[config.mk]
export PLATFORM = sky130hd
export DESIGN_NAME = addsub_accum_ctrl
export DESIGN_NICKNAME = d
export VERILOG_FILES = /design/src/rtl/addsub_accum_ctrl.sv
export SDC_FILE = /design/constraint.sdc
export NUM_CORES = 1
export LEC_CHECK = 0
export BUFFER_PORTS_ARGS = -buffer_cell sky130_fd_sc_hd__buf_2
export CORE_MARGIN = 2
export CORE_UTILIZATION = 30
export DETAILED_ROUTE_END_ITERATION = 10
export HOLD_SLACK_MARGIN = 0.03
export PLACE_DENSITY = 0.51
export SLEW_MARGIN = 20
export SYNTH_ARGS = -nofsm -noshare
export SYNTH_HDL_FRONTEND = slang
export SYNTH_SLANG_ARGS = --single-unit
[constraint.sdc]
create_clock -name clk -period 2.3 [get_ports clk]
set_input_delay 0.46 -clock clk [delete_from_list [all_inputs] [get_ports clk]]
set_output_delay 0.46 -clock clk [all_outputs]
set_load 0.03 [all_outputs]
[src/rtl/addsub_accum_ctrl.sv]
// Accumulator controller around a WIDTH-bit ripple adder/subtractor.
// One operation per upstream handshake; the result is presented downstream on valid/ready.
module addsub_accum_ctrl #(
  parameter int WIDTH = 4
) (
  input  logic             clk,
  input  logic             rst,
  input  logic             in_valid,
  output logic             in_ready,
  input  logic [1:0]       op,
  input  logic [WIDTH-1:0] operand,
  output logic             out_valid,
  input  logic             out_ready,
  output logic [WIDTH-1:0] acc,
  output logic             carry,
  output logic             overflow,
  output logic             zero
);

  // state | meaning
  // IDLE  | no pending op, ready to accept
  // EXEC  | adder evaluated on acc and latched operand, result written this cycle
  // HOLD  | result valid downstream, held until consumed
  typedef enum logic [1:0] {ST_IDLE, ST_EXEC, ST_HOLD} state_t;

  localparam logic [1:0] OP_LOAD  = 2'b00;
  localparam logic [1:0] OP_ADD   = 2'b01;
  localparam logic [1:0] OP_SUB   = 2'b10;
  localparam logic [1:0] OP_CLEAR = 2'b11;

  state_t           state_q, state_d;
  logic [1:0]       op_q, op_d;
  logic [WIDTH-1:0] operand_q, operand_d;
  logic [WIDTH-1:0] acc_q, acc_d;
  logic             carry_q, carry_d;
  logic             ovf_q, ovf_d;

  logic [WIDTH-1:0] b_eff;
  logic [WIDTH-1:0] sum;
  logic [WIDTH:0]   c;
  logic             add_ovf;
  logic             accept;

  // Ripple adder: SUB inverts B and injects the +1 through the carry-in.
  always_comb begin
    b_eff = (op_q == OP_SUB) ? ~operand_q : operand_q;
    sum   = '0;
    c     = '0;
    c[0]  = (op_q == OP_SUB);
    for (int i = 0; i < WIDTH; i++) begin
      sum[i]   = acc_q[i] ^ b_eff[i] ^ c[i];
      c[i+1]   = (acc_q[i] & b_eff[i]) | (c[i] & (acc_q[i] ^ b_eff[i]));
    end
    add_ovf = (acc_q[WIDTH-1] == b_eff[WIDTH-1]) & (sum[WIDTH-1] != acc_q[WIDTH-1]);
  end

  always_comb begin
    in_ready  = ~rst & ((state_q == ST_IDLE) | ((state_q == ST_HOLD) & out_ready));
    accept    = in_valid & in_ready;
    state_d   = state_q;
    op_d      = op_q;
    operand_d = operand_q;
    acc_d     = acc_q;
    carry_d   = carry_q;
    ovf_d     = ovf_q;
    case (state_q)
      ST_IDLE: begin
        if (accept) begin
          op_d      = op;
          operand_d = operand;
          state_d   = ST_EXEC;
        end
      end
      ST_EXEC: begin
        state_d = ST_HOLD;
        case (op_q)
          OP_LOAD: begin
            acc_d   = operand_q;
            carry_d = 1'b0;
            ovf_d   = 1'b0;
          end
          OP_ADD, OP_SUB: begin
            acc_d   = sum;
            carry_d = c[WIDTH];
            ovf_d   = add_ovf;
          end
          OP_CLEAR: begin
            acc_d   = '0;
            carry_d = 1'b0;
            ovf_d   = 1'b0;
          end
          default: ;
        endcase
      end
      ST_HOLD: begin
        // Consuming and accepting on the same edge keeps throughput at one op per 2 cycles.
        if (out_ready) begin
          if (accept) begin
            op_d      = op;
            operand_d = operand;
            state_d   = ST_EXEC;
          end else begin
            state_d = ST_IDLE;
          end
        end
      end
      default: state_d = ST_IDLE;
    endcase
  end

  always_ff @(posedge clk) begin
    if (rst) begin
      state_q   <= ST_IDLE;
      op_q      <= OP_LOAD;
      operand_q <= '0;
      acc_q     <= '0;
      carry_q   <= 1'b0;
      ovf_q     <= 1'b0;
    end else begin
      state_q   <= state_d;
      op_q      <= op_d;
      operand_q <= operand_d;
      acc_q     <= acc_d;
      carry_q   <= carry_d;
      ovf_q     <= ovf_d;
    end
  end

  assign out_valid = (state_q == ST_HOLD);
  assign acc       = acc_q;
  assign carry     = carry_q;
  assign overflow  = ovf_q;
  assign zero      = (acc_q == '0);

endmodule

==> impl_metrics.ini <==
[yosys]
synth-compound-area-share_pct = 9.020
synth-adder-area-share_pct = 12.13
ys_warn_count = 0
ys_seq_area_share_pct = 34.84
synthXorXnorAreaFrac_pct = 4.355
yosys.area_share.simple_pct = 26.44
synth_fp_nets = 98
avgSynthCellArea_um2 = 9.811
ys_types = 29
synth_area_um2 = 804.5
synthCells = 82
synth.area.mux_share_pct = 8.865
yosys_register_bits = 14
synth_top_family_by_area = simple AND/OR/NAND/NOR gates

[clocking]
ctsHoldBuffers = 0
clk_path_buf_depth = 2
clock_latency_ns = 0.28
cts_buffers = 3
clkTransAtPathRegs_ns = 0.08
cts_tree = built
clkSinkCount = 14
htreeDepth = 1
cts_root_buffer = clkbuf_4
ctsResizeCount = 0

[route]
routedWlPerCell_um = 11.01
wl_um = 1508
via_per_inst = 4.672
postRouteAntennaNets = 0
drtIter0Drc = 5
num_vias = 640
drc = 0
first_pass_iters = 4

[grt]
globalRouteOverflowTotal = 0
grt_max_degree = 21
track_usage_pct = 11.39
grt_pass1_wl_um = 2684
first_global_vias = 611
antenna_found_initial = 0

[placement]
place_area_um2 = 979.7
dpl.hpwl_um = 1161
gp_congestion = 0.7178
dp_cells = 132
port_buffers = 18

[status]
outcome = complete, but fails checks
violations = negative setup slack

[critical_path]
critical_path_class = reg2reg
ff2ff_path_depth = 11
start_kind = flip-flop
setup.worst_path.end_class = flip-flop
r2r_slack_ns = -0.07
r2r-start = op_q[0]
required_ns = 2.52
timing.rr.end = overflow
crit_fanout = 3
critPathArrivalTime_ns = 2.59

[floorplan]
die_h_um = 55.79
core_um2 = 2500
io_pins = 19
std_cell_rows = 18
die_area_um2 = 3112
start_util_pct = 32.18
chipWidth_um = 55.79

[finish]
final_area_um2 = 1017
layout-drive-gt1-share_pct = 37.38
area_growth_pct = 26.44
fin_cells = 137
antenna_cells = 0
final_nets = 125

[worst_hold_path]
hp-class = in2reg
hold_depth = 2
hp-start = in_valid
hold_end = state_q[0]

[sta]
rsz0062_at_grt = yes
tightestPinTransition_ns = 0.4480
skew_ns = 0.008112
worst_slack_ns = -0.07119
drv_slew = 0
hold_violations = 0
fmax_mhz = 421.7
maxSlewHeadroom_pct = 70.10
fin_crit_sh_pct = 103.1
setup_viol = 2
min_period_ns = 2.371
whs_ns = 0.4022

[pwr]
swShare_pct = 30.56
clock_power_share_pct = 24.3
irDropWorstVdd_mv = 0.3213
switchingPower_mw = 0.1708
power_density_nw_per_um2 = 549.4
p_leak_nw = 0.4518
power.internal_mw = 0.3881
combPwrFrac_pct = 27.2
seq_power_share_pct = 48.6

[run]
cap_violations = 0
stage by stage:
step / setup slack [ns] / TNS, ns / utilization, % / power [mW]
6_report: -0.07119 / -0.08176 / 40.69 / 0.5589
3_3_place_gp: -0.08374 / -0.1188 / 39.19 / 0.4246
4_1_cts: -0.08034 / -0.09674 / 40.69 / 0.5722
2_1_floorplan: -0.04183 / -0.04183 / - / 0.3866
3_5_place_dp: -0.09966 / -0.1387 / 39.19 / 0.4277
5_1_grt: -0.2072 / -0.3145 / 40.69 / 0.6052
cell families (layout without fill, tap and decap cells):
kind of cell	count (synthesis)	after routing
flops	14	14
fa+ha+maj	6	6
simple gates	32	32
compound gates	10	10
xor+xnor	4	4
mux	7	7
buf+inv	9	34
worst max path at each step:
stage,to,startpoint,slack (ns),depth (start not counted)
global route,overflow,op_q[0],-0.21,11
CTS,overflow,op_q[0],-0.08,11
floorplan,overflow,op_q[0],-0.04,11
global placement,overflow,op_q[0],-0.08,11
finish,overflow,op_q[0],-0.07,11
detailed placement,overflow,op_q[0],-0.1,11
cell usage after synthesis:
master    count  area [µm²]
nand3_1       1       5.000
a221oi_2      1       15.01
nor3b_4       1       18.77
nand4b_1      1       8.760
buf_2         1       5.000
a21oi_1       4       20.02
nor3_1        3       15.01
nor3b_1       1       7.510
dfxtp_1      14       280.3
nor4_1        1       6.260
mux2i_1       6       60.06
inv_1         6       22.52
mux2_2        1       11.26
nor2_1        2       7.510
xor2_1        3       26.28
a211oi_1      1       7.510
nor2b_1       3       18.77
o21ai_1       1       5.000
and2b_4       1       10.01
a221oi_1      2       17.52
xnor2_1       1       8.760
clkbuf_1      2       7.510
o211ai_1      1       7.510
ha_1          3       37.54
nand2b_1     14       87.58
nand2_1       2       7.510
and2_1        1       6.260
fa_1          3       60.06
nor2b_4       1       13.76
sequential cells by signal (all words and copies together), names as in the netlist:
register   flops
carry          1
acc            4
op_q           2
state_q        2
overflow       1
operand_q      4
final cells by class:
type                       count  area (µm²)
clock buffer                   3       22.52
fill                         254        1483
inverter                       6       22.52
multi-input combinational     59       510.5
sequential                    14       281.5
tap                           30       37.54
timing repair buffer          25       142.6
power groups by stage:
| stage | sequential, mW | combinational [mW] | clock, mW |
|---|---|---|---|
| after CTS | 0.272 | 0.154 | 0.146 |
| final | 0.271 | 0.152 | 0.136 |
| after detailed placement | 0.278 | 0.150 | 0 |
| after global routing | 0.274 | 0.171 | 0.160 |
| after global placement | 0.277 | 0.147 | 0 |
| after floorplan | 0.285 | 0.102 | 0 |
cells in the final DEF (no fill, tap or decap):
master,count
a221oi_1,2
a211oi_1,1
fa_1,1
and2b_4,1
inv_2,3
nor2b_4,1
nand3_1,1
nor2_1,2
o211ai_1,1
buf_4,7
and2_1,1
nand2_1,2
xor2_1,3
fa_2,2
ha_4,1
dfxtp_2,1
a21oi_1,4
ha_1,2
nand2b_1,14
clkbuf_4,3
a221oi_2,1
nor3b_1,1
nor2b_1,3
mux2i_1,6
buf_2,18
xnor2_1,1
nand4b_1,1
nor4_1,1
inv_1,3
nor3b_4,1
nor3_1,3
dfxtp_1,13
o21ai_1,1
mux2_4,1
worst max-delay path: stages, from the launching register on:
cell and delay, ns:
dfxtp_2 0.34, inv_2 0.05, ha_4 0.16, mux2_4 0.27, fa_2 0.34, inv_2 0.06, fa_2 0.19, inv_2 0.04
fa_1 0.52, xor2_1 0.15, nand4b_1 0.10, a21oi_1 0.12
layer usage:
layer / vias to the layer above / share of wire, % / GRT usage, %
li1: 333 / - / -
met1: 291 / 48 / 13.66
met2: 14 / 44 / 17.52
met3: 2 / 6.0 / 4.884
met4: 0 / 1.7 / 5.226
met5: - / 0 / 0
repair_timing:
action | CTS | global route
pin swaps | 3 | 0
setup buffers | 2 | 0
endpoints found under the setup margin | 2 | 2
Power figures use the tool's default switching activity.
